File: src/rtl/mult_pkg.sv
// Shared types and sizing helpers for the sequential shift-and-add multiplier.
//   mult_state_t : controller states (IDLE, RUN, DONE)
//   cnt_width()  : width of the step counter for a given operand width
package mult_pkg;

  typedef enum logic [1:0] {IDLE, RUN, DONE} mult_state_t;

  // The step counter needs $clog2(WIDTH) bits, but never less than one.
  function automatic int unsigned cnt_width(input int unsigned w);
    return ($clog2(w) < 1) ? 1 : $clog2(w);
  endfunction

  localparam int unsigned DEF_WIDTH = 8;
  localparam int unsigned DEF_CNT_W = cnt_width(DEF_WIDTH);

endpackage

File: src/rtl/seq_shift_add_mult_rca.sv
// WIDTH-bit combinational ripple-carry adder built from 1-bit full-adder cells.
//   x, y : addends
//   cin  : carry in
//   s    : sum
//   cout : carry out of the MSB cell
module fa_cell (
  input  logic x,
  input  logic y,
  input  logic ci,
  output logic s,
  output logic co
);
  assign s  = x ^ y ^ ci;
  assign co = (x & y) | (ci & (x ^ y));
endmodule

module rca_add #(
  parameter int unsigned WIDTH = 8
) (
  input  logic [WIDTH-1:0] x,
  input  logic [WIDTH-1:0] y,
  input  logic             cin,
  output logic [WIDTH-1:0] s,
  output logic             cout
);
  logic [WIDTH:0] c;

  assign c[0] = cin;

  for (genvar i = 0; i < WIDTH; i++) begin : g_bit
    fa_cell u_fa (
      .x  (x[i]),
      .y  (y[i]),
      .ci (c[i]),
      .s  (s[i]),
      .co (c[i+1])
    );
  end

  assign cout = c[WIDTH];
endmodule

File: src/rtl/seq_shift_add_mult.sv
// Iterative unsigned shift-and-add multiplier, one add/shift step per clock.
//   clk, rst_n           : clock, asynchronous active-low reset
//   in_valid / in_ready  : operand handshake (ready only in IDLE)
//   a, b                 : multiplicand, multiplier (WIDTH bits, unsigned)
//   out_valid / out_ready: result handshake (valid only in DONE)
//   product              : {hi, lo}, 2*WIDTH bits
//
// state | meaning
// IDLE  | waiting for operands, in_ready high
// RUN   | WIDTH add/shift steps, counted by cnt
// DONE  | product held, out_valid high until out_ready
module seq_shift_add_mult
  import mult_pkg::*;
#(
  parameter int unsigned WIDTH = 8
) (
  input  logic               clk,
  input  logic               rst_n,
  input  logic               in_valid,
  output logic               in_ready,
  input  logic [WIDTH-1:0]   a,
  input  logic [WIDTH-1:0]   b,
  output logic               out_valid,
  input  logic               out_ready,
  output logic [2*WIDTH-1:0] product
);

  localparam int unsigned      CNT_W    = cnt_width(WIDTH);
  localparam logic [CNT_W-1:0] CNT_LAST = CNT_W'(WIDTH - 1);

  mult_state_t      state_q, state_d;
  logic [WIDTH-1:0] hi_q, hi_d;
  logic [WIDTH-1:0] lo_q, lo_d;
  logic [WIDTH-1:0] mcand_q, mcand_d;
  logic [CNT_W-1:0] cnt_q, cnt_d;

  logic [WIDTH-1:0] addend;
  logic [WIDTH-1:0] sum;
  logic             carry;

  assign addend = lo_q[0] ? mcand_q : '0;

  rca_add #(.WIDTH(WIDTH)) u_add (
    .x    (hi_q),
    .y    (addend),
    .cin  (1'b0),
    .s    (sum),
    .cout (carry)
  );

  always_comb begin
    state_d = state_q;
    hi_d    = hi_q;
    lo_d    = lo_q;
    mcand_d = mcand_q;
    cnt_d   = cnt_q;
    unique case (state_q)
      IDLE: begin
        if (in_valid) begin
          mcand_d = a;
          lo_d    = b;
          hi_d    = '0;
          cnt_d   = '0;
          state_d = RUN;
        end
      end
      RUN: begin
        // {carry, sum, lo} shifted right by one: the carry lands in the hi MSB
        // and the sum LSB drops into the lo MSB.
        hi_d  = {carry, sum[WIDTH-1:1]};
        lo_d  = {sum[0], lo_q[WIDTH-1:1]};
        cnt_d = cnt_q + 1'b1;
        if (cnt_q == CNT_LAST) state_d = DONE;
      end
      DONE: begin
        if (out_ready) state_d = IDLE;
      end
      default: state_d = IDLE;
    endcase
  end

  always_ff @(posedge clk or negedge rst_n) begin
    if (!rst_n) begin
      state_q <= IDLE;
      hi_q    <= '0;
      lo_q    <= '0;
      mcand_q <= '0;
      cnt_q   <= '0;
    end else begin
      state_q <= state_d;
      hi_q    <= hi_d;
      lo_q    <= lo_d;
      mcand_q <= mcand_d;
      cnt_q   <= cnt_d;
    end
  end

  assign in_ready  = (state_q == IDLE);
  assign out_valid = (state_q == DONE);
  assign product   = {hi_q, lo_q};

endmodule

File: config.mk
export PLATFORM = sky130hd
export DESIGN_NAME = seq_shift_add_mult
export DESIGN_NICKNAME = d
export VERILOG_FILES = /design/src/rtl/mult_pkg.sv /design/src/rtl/seq_shift_add_mult_rca.sv /design/src/rtl/seq_shift_add_mult.sv
export SDC_FILE = /design/constraint.sdc
export NUM_CORES = 1
export LEC_CHECK = 0
export ABC_AREA = 0
export CORE_ASPECT_RATIO = 1.4
export CORE_MARGIN = 2
export CORE_UTILIZATION = 37
export DETAILED_ROUTE_END_ITERATION = 6
export MAX_ROUTING_LAYER = met4
export PLACE_DENSITY = 0.66
export RECOVER_POWER = 50
export SLEW_MARGIN = 20
export SYNTH_ARGS = -nofsm -noshare
export SYNTH_HDL_FRONTEND = slang
export SYNTH_SLANG_ARGS = --single-unit
File: constraint.sdc
create_clock -name clk -period 3.6 [get_ports clk]
set_input_delay 0.72 -clock clk [delete_from_list [all_inputs] [get_ports clk]]
set_output_delay 0.72 -clock clk [all_outputs]
set_load 0.02 [all_outputs]
---- Word-level counts from Yosys, hierarchy flattened ----
Cells that the tools add are included.
operators by class
  $add $sub $neg .......................... 1
  equal/unequal tests ..................... 6
  multiplexer cells ....................... 11
  bitwise operators ....................... 37
  reduce and logical (&&, ||, !) cells .... 5
operator list
  kind                 number
  $pmux 8 s2           2
  $mux 8               3
  $and 1x1->1          15
  $xor 1x1->1          15
  $or 1x1->1           7
  $mux 2               3
  $pmux 2 s3           1
  $pmux 3 s2           1
  $ne 2x2->1 const B   2
  $reduce_and 2->1     2
  $add 3x1->3 const B  1
  $eq 3x3->1 const B   1
  $mux 3               1
  $reduce_and 3->1     1
  $eq 2x1->1 const B   1
  $eq 2x2->1 const B   1
  $logic_not 2->1      1
  $ne 2x1->1 const B   1
  $reduce_bool 2->1    1
word-level totals
  bits in registers ....................... 29
  input port bits ......................... 20
  output and inout port bits .............. 18
  logic and storage cells ................. 65

---- Longest topological paths before layout ----
Gate-level depths: netlist of the first run.
  depth after elaboration ................. 17
  gate-level depth with buffers ........... 13
  mapped depth without buffers ............ 12

---- Cells and area by module ----
A second synthesis of the first run with hierarchy kept.
unflattened totals
  cell total of the unflattened synthesis .. 116
  area total of the unflattened synthesis .. 1495.2 µm²
by module, submodules not included
  module              times used  cells each  area each (µm²)  seq. area each (µm²)
  seq_shift_add_mult  1           108         1335.0           725.7
  fa_cell             8           1           20.0             0.0

---- Least setup slack after synthesis of the first run ----
Ideal clock, no wire load.
  path kind ............................... reg2reg
  start ................................... register lo_q[0]
  end ..................................... register hi_q[6]
  library setup time ...................... 0.121 ns
  data arrival time ....................... 3.688 ns
  required time ........................... 3.479 ns
  setup slack ............................. -0.209 ns
  stages on the path, launching flop included .. 14
  buffers on the path ..................... 1
  clock period less this slack ............ 3.809 ns
  cells stage by stage .................... dfrtp_1 > clkbuf_1 > and2_1 > ha_1 > inv_1 > fa_1 > fa_1 > fa_1 > fa_1 > fa_1 > inv_1 > fa_1 > fa_1 > a22o_1
on the way
  word-level cells in the longest chain between the ends .. 16
  elaborated cells between the ends (all ways) .. 29
  classes of those cells .................. mux: 2; bitwise: 27
RTL lines
  item                                               line                          source
  start: declaration                                 seq_shift_add_mult.sv:33      logic [WIDTH-1:0] lo_q, lo_d;
  start signal: assignment                           seq_shift_add_mult.sv:92      lo_q <= lo_d;
  $mux 8 *                                           seq_shift_add_mult.sv:41      assign addend = lo_q[0] ? mcand_q : '0;
  $and 1x1->1 / $xor 1x1->1 (equally long branches)  seq_shift_add_mult_rca.sv:14  assign co = (x & y) | (ci & (x ^ y));
  $and 1x1->1                                        seq_shift_add_mult_rca.sv:14
  $or 1x1->1                                         seq_shift_add_mult_rca.sv:14
  $and 1x1->1                                        seq_shift_add_mult_rca.sv:14
  $or 1x1->1                                         seq_shift_add_mult_rca.sv:14
  $and 1x1->1                                        seq_shift_add_mult_rca.sv:14
  $or 1x1->1                                         seq_shift_add_mult_rca.sv:14
  $and 1x1->1                                        seq_shift_add_mult_rca.sv:14
  $or 1x1->1                                         seq_shift_add_mult_rca.sv:14
  $and 1x1->1                                        seq_shift_add_mult_rca.sv:14
  $or 1x1->1                                         seq_shift_add_mult_rca.sv:14
  $and 1x1->1                                        seq_shift_add_mult_rca.sv:14
  $or 1x1->1                                         seq_shift_add_mult_rca.sv:14
  $xor 1x1->1 *                                      seq_shift_add_mult_rca.sv:13  assign s = x ^ y ^ ci;
  $pmux 8 s2 *                                       seq_shift_add_mult.sv:57      unique case (state_q)
  end signal: assignment                             seq_shift_add_mult.sv:91      hi_q <= hi_d;
  end: declaration                                   seq_shift_add_mult.sv:32      logic [WIDTH-1:0] hi_q, hi_d;
Every way passes the cells marked *; elsewhere a longest branch is shown, timed or not.
A chain may end at the register's enable or synchronous reset.

---- Worst setup path in the final report of the first run ----
Ends and elaborated chain as after synthesis.

==> results of run 1 <==
==> worst max-delay path, delay by kind of cell (launching register included) <==
kind            cells  cell delay (ns)
fa+ha+maj           8             2.51
flops               1             0.35
compound gates      1             0.21
buf+inv             2             0.13
simple gates        1             0.12
==> logic make-up (layout without fill, tap and decap cells) <==
group	after synthesis	in the layout
multiplexers	8	8
AND/OR/NAND/NOR	25	25
adder cells (fa/ha/maj)	10	10
flip-flops	29	29
AO/OA/AOI/OAI	36	36
buffers and inverters	24	58
==> layout by cell type, fill, tap and decap left out, drive strengths merged <==
cell,n
fa,7
nand2,12
o21bai,1
nor2b,3
clkdlybuf4s50,34
dlygate4sd3,3
o21ai,6
a21oi,8
a221oi,1
clkinv,1
inv,9
clkbuf,10
o31ai,1
dfrtp,29
ha,3
o22ai,14
a22o,5
nor2,5
nand2b,2
and2,3
mux2,8
buf,1
==> flip-flops by register name, indices dropped and copies added (netlist names) <==
register,count
hi_q,8
lo_q,8
mcand_q,8
cnt_q,3
state_q,2
==> per-stage QoR <==
stage / setup slack [ns] / power (mW) / util / std cells / hold slack (ns)
floorplan: 0.0138 / 1.30 / - / 132 / 0.424
global placement: 0.195 / 1.55 / 0.473 / 201 / 0.481
detailed placement: 0.110 / 1.59 / 0.473 / 201 / 0.495
CTS: 0.111 / 1.87 / 0.497 / 209 / 0.509
global route: 0.0226 / 2.00 / 0.495 / 209 / 0.528
finish: 0.178 / 1.82 / 0.495 / 209 / 0.505
==> power breakdown <==
group / internal, mW / leakage, nW / total, mW / switching (mW)
clock: 0.155 / 0.0455 / 0.265 / 0.109
sequential: 0.494 / 0.342 / 0.627 / 0.133
combinational: 0.461 / 0.424 / 0.933 / 0.471
total: 1.11 / 0.811 / 1.82 / 0.714
==> final cells by class <==
class / instances / area [um^2] / share of cell area
flip-flops and latches: 29 / 727 / 0.378
multi-input cells: 79 / 631 / 0.328
well taps: 43 / 53.8 / 0.0280
clock buffers: 8 / 90.1 / 0.0468
inverters: 10 / 37.5 / 0.0195
repair buffers: 40 / 385 / 0.200
==> layer usage <==
metal,routed length [um],share of wire,GRT usage,vias up
li1,-,-,-,515
met1,1170,0.38,0.178,532
met2,1580,0.52,0.261,39
met3,192,0.063,0.0456,9
met4,97,0.032,0.0791,0
met5,0,0,-,-
==> what timing repair did <==
| action | in CTS | in global routing |
|---|---|---|
| resized for setup | 0 | 1 |
| endpoints found under the hold margin | 0 | 0 |
| setup endpoints to repair | 0 | 1 |
==> path summary, 6_finish.rpt <==
path / startpoint / end / slack, ns / cells after the start
max in group asynchronous: rst_n / lo_q[0] / 1.48 / 2
max: lo_q[0] / hi_q[6] / 0.18 / 12
min: mcand_q[6] / mcand_q[6] / 0.50 / 1
max reg2reg: lo_q[0] / hi_q[6] / 0.18 / 12
min in group asynchronous: rst_n / cnt_q[1] / 0.93 / 1
min reg2reg: mcand_q[6] / mcand_q[6] / 0.50 / 1
==> qor.txt, run 1 <==
Row Count: 27
Max Root-Sink Buffers: 2
crit path capture type: flip-flop
CP max stage delay: 0.41 ns
clock root buffer: clkbuf_8
count of different cell masters after synthesis: 24
Yosys reg bits: 29
most common cell in the netlist: dfrtp_1
# hold bufs at CTS: 0
PortBufs: 37
Setup violations, final: 0
Num CTS Buffers: 5
Antenna Nets Post-Route: 0
area share of fa/ha/maj cells after synthesis: 0.119
VDD IR max: 0.485 mV
post-layout min period: 3.42 ns
Lkg Pwr: 0.811 nW
via/cell ratio: 5.24
die area: 4560 um^2
Synth Area in Compound Gates: 0.151
die width: 57.6 um
worst hold path class: flip-flop to flip-flop
ys async rst share: 1.00
remaining global-route overflow: 0
status: complete, no violations
setup bufs post-CTS: 0
synthesized area: 1490 um^2
post-DP HPWL: 2260 um
CTS tree: yes
WP data required: 3.76 ns
vias in the first global route: 1177
clock sinks: 29
RSZ-0062 raised after global routing: no
Net Count, Synth: 162
Final Hold Vio Count: 0
initial antenna violation count: 0
MaxCap Viol Count: 0
clock-pin slew on the worst setup and hold paths: 0.06 ns
cell mode on critical path: fa_1
first-pass GRT wire length: 5330 um
DRC: 0
final estimated routing congestion in global placement: 0.798
XOR/XNOR Fraction of Synth Area: 0
largest net degree at the start of global routing: 16
DR vias: 1095
DRT Wirelength: 3040 um
FMAX: 292 MHz
Gate Count Post-Synth: 132
setup tns final: 0 ns
top post-synthesis cells by area: dfrtp_1, fa_1, mux2_2
post-synth top area share: 0.487
post-synthesis mux area share: 0.0605
startpoint types: flip-flop
largest family of logic cells by synthesized area: compound AO/OA/AOI/OAI gates
GRT Resource Usage Total: 0.160
Die Y: 79.1 um
placed inst area: 1840 um^2
Initial Util: 0.384
simple logic cell fraction of the synthesized area: 0.0873
worst-skew pair later-pin latency: 0.27 ns
Avg Cell Area, Syn: 11.3 um^2
initial drt markers: 52
synthesis-to-layout area growth: 29.1%
drt wl/cell: 14.6 um
Max H-tree Level: 2
sequential-to-total area share from yosys stat: 0.487
Post-synth top cells: dfrtp_1, o22ai_1, nand2_1
slew margin rel.: 0.479
Nets: 195
power per cell area: 948 nW/um^2
Post-synth EDFFs: 0
share of post-route cells with drive strength above 1: 0.120
Crit Path Max Fanout: 2
Detailed Routing Iterations Pass 1: 4
Post-synth top flop: dfrtp_1
fin. max-slew vios: 0
antenna cells: 0
slowest CP cell: fa_1
Final Cell Area: 1920 um^2
critical path, cell by cell: and2_1, ha_1, inv_1, fa_1, fa_2, fa_2, fa_2, fa_1, inv_1, fa_1, fa_1, a22o_1
WP data arrival: 3.59 ns
warnings from Yosys: 0
Crit Path Class: flip-flop to flip-flop
fin crit share: 0.951
I/O Pins: 38
fill count: 377
cell taking the most area after synthesis: dfrtp_1
core area: 3880 um^2
Worst Tran Pin Value: 0.782 ns
worst clock skew: 0.00448 ns
Power figures use the tool's default switching activity.
==> run 2: changes to the inputs <==
HOLD_SLACK_MARGIN = 0.06   (was default)
==> results of run 2 <==
The final DEF is identical to that of run 1; final timing and power are the same.
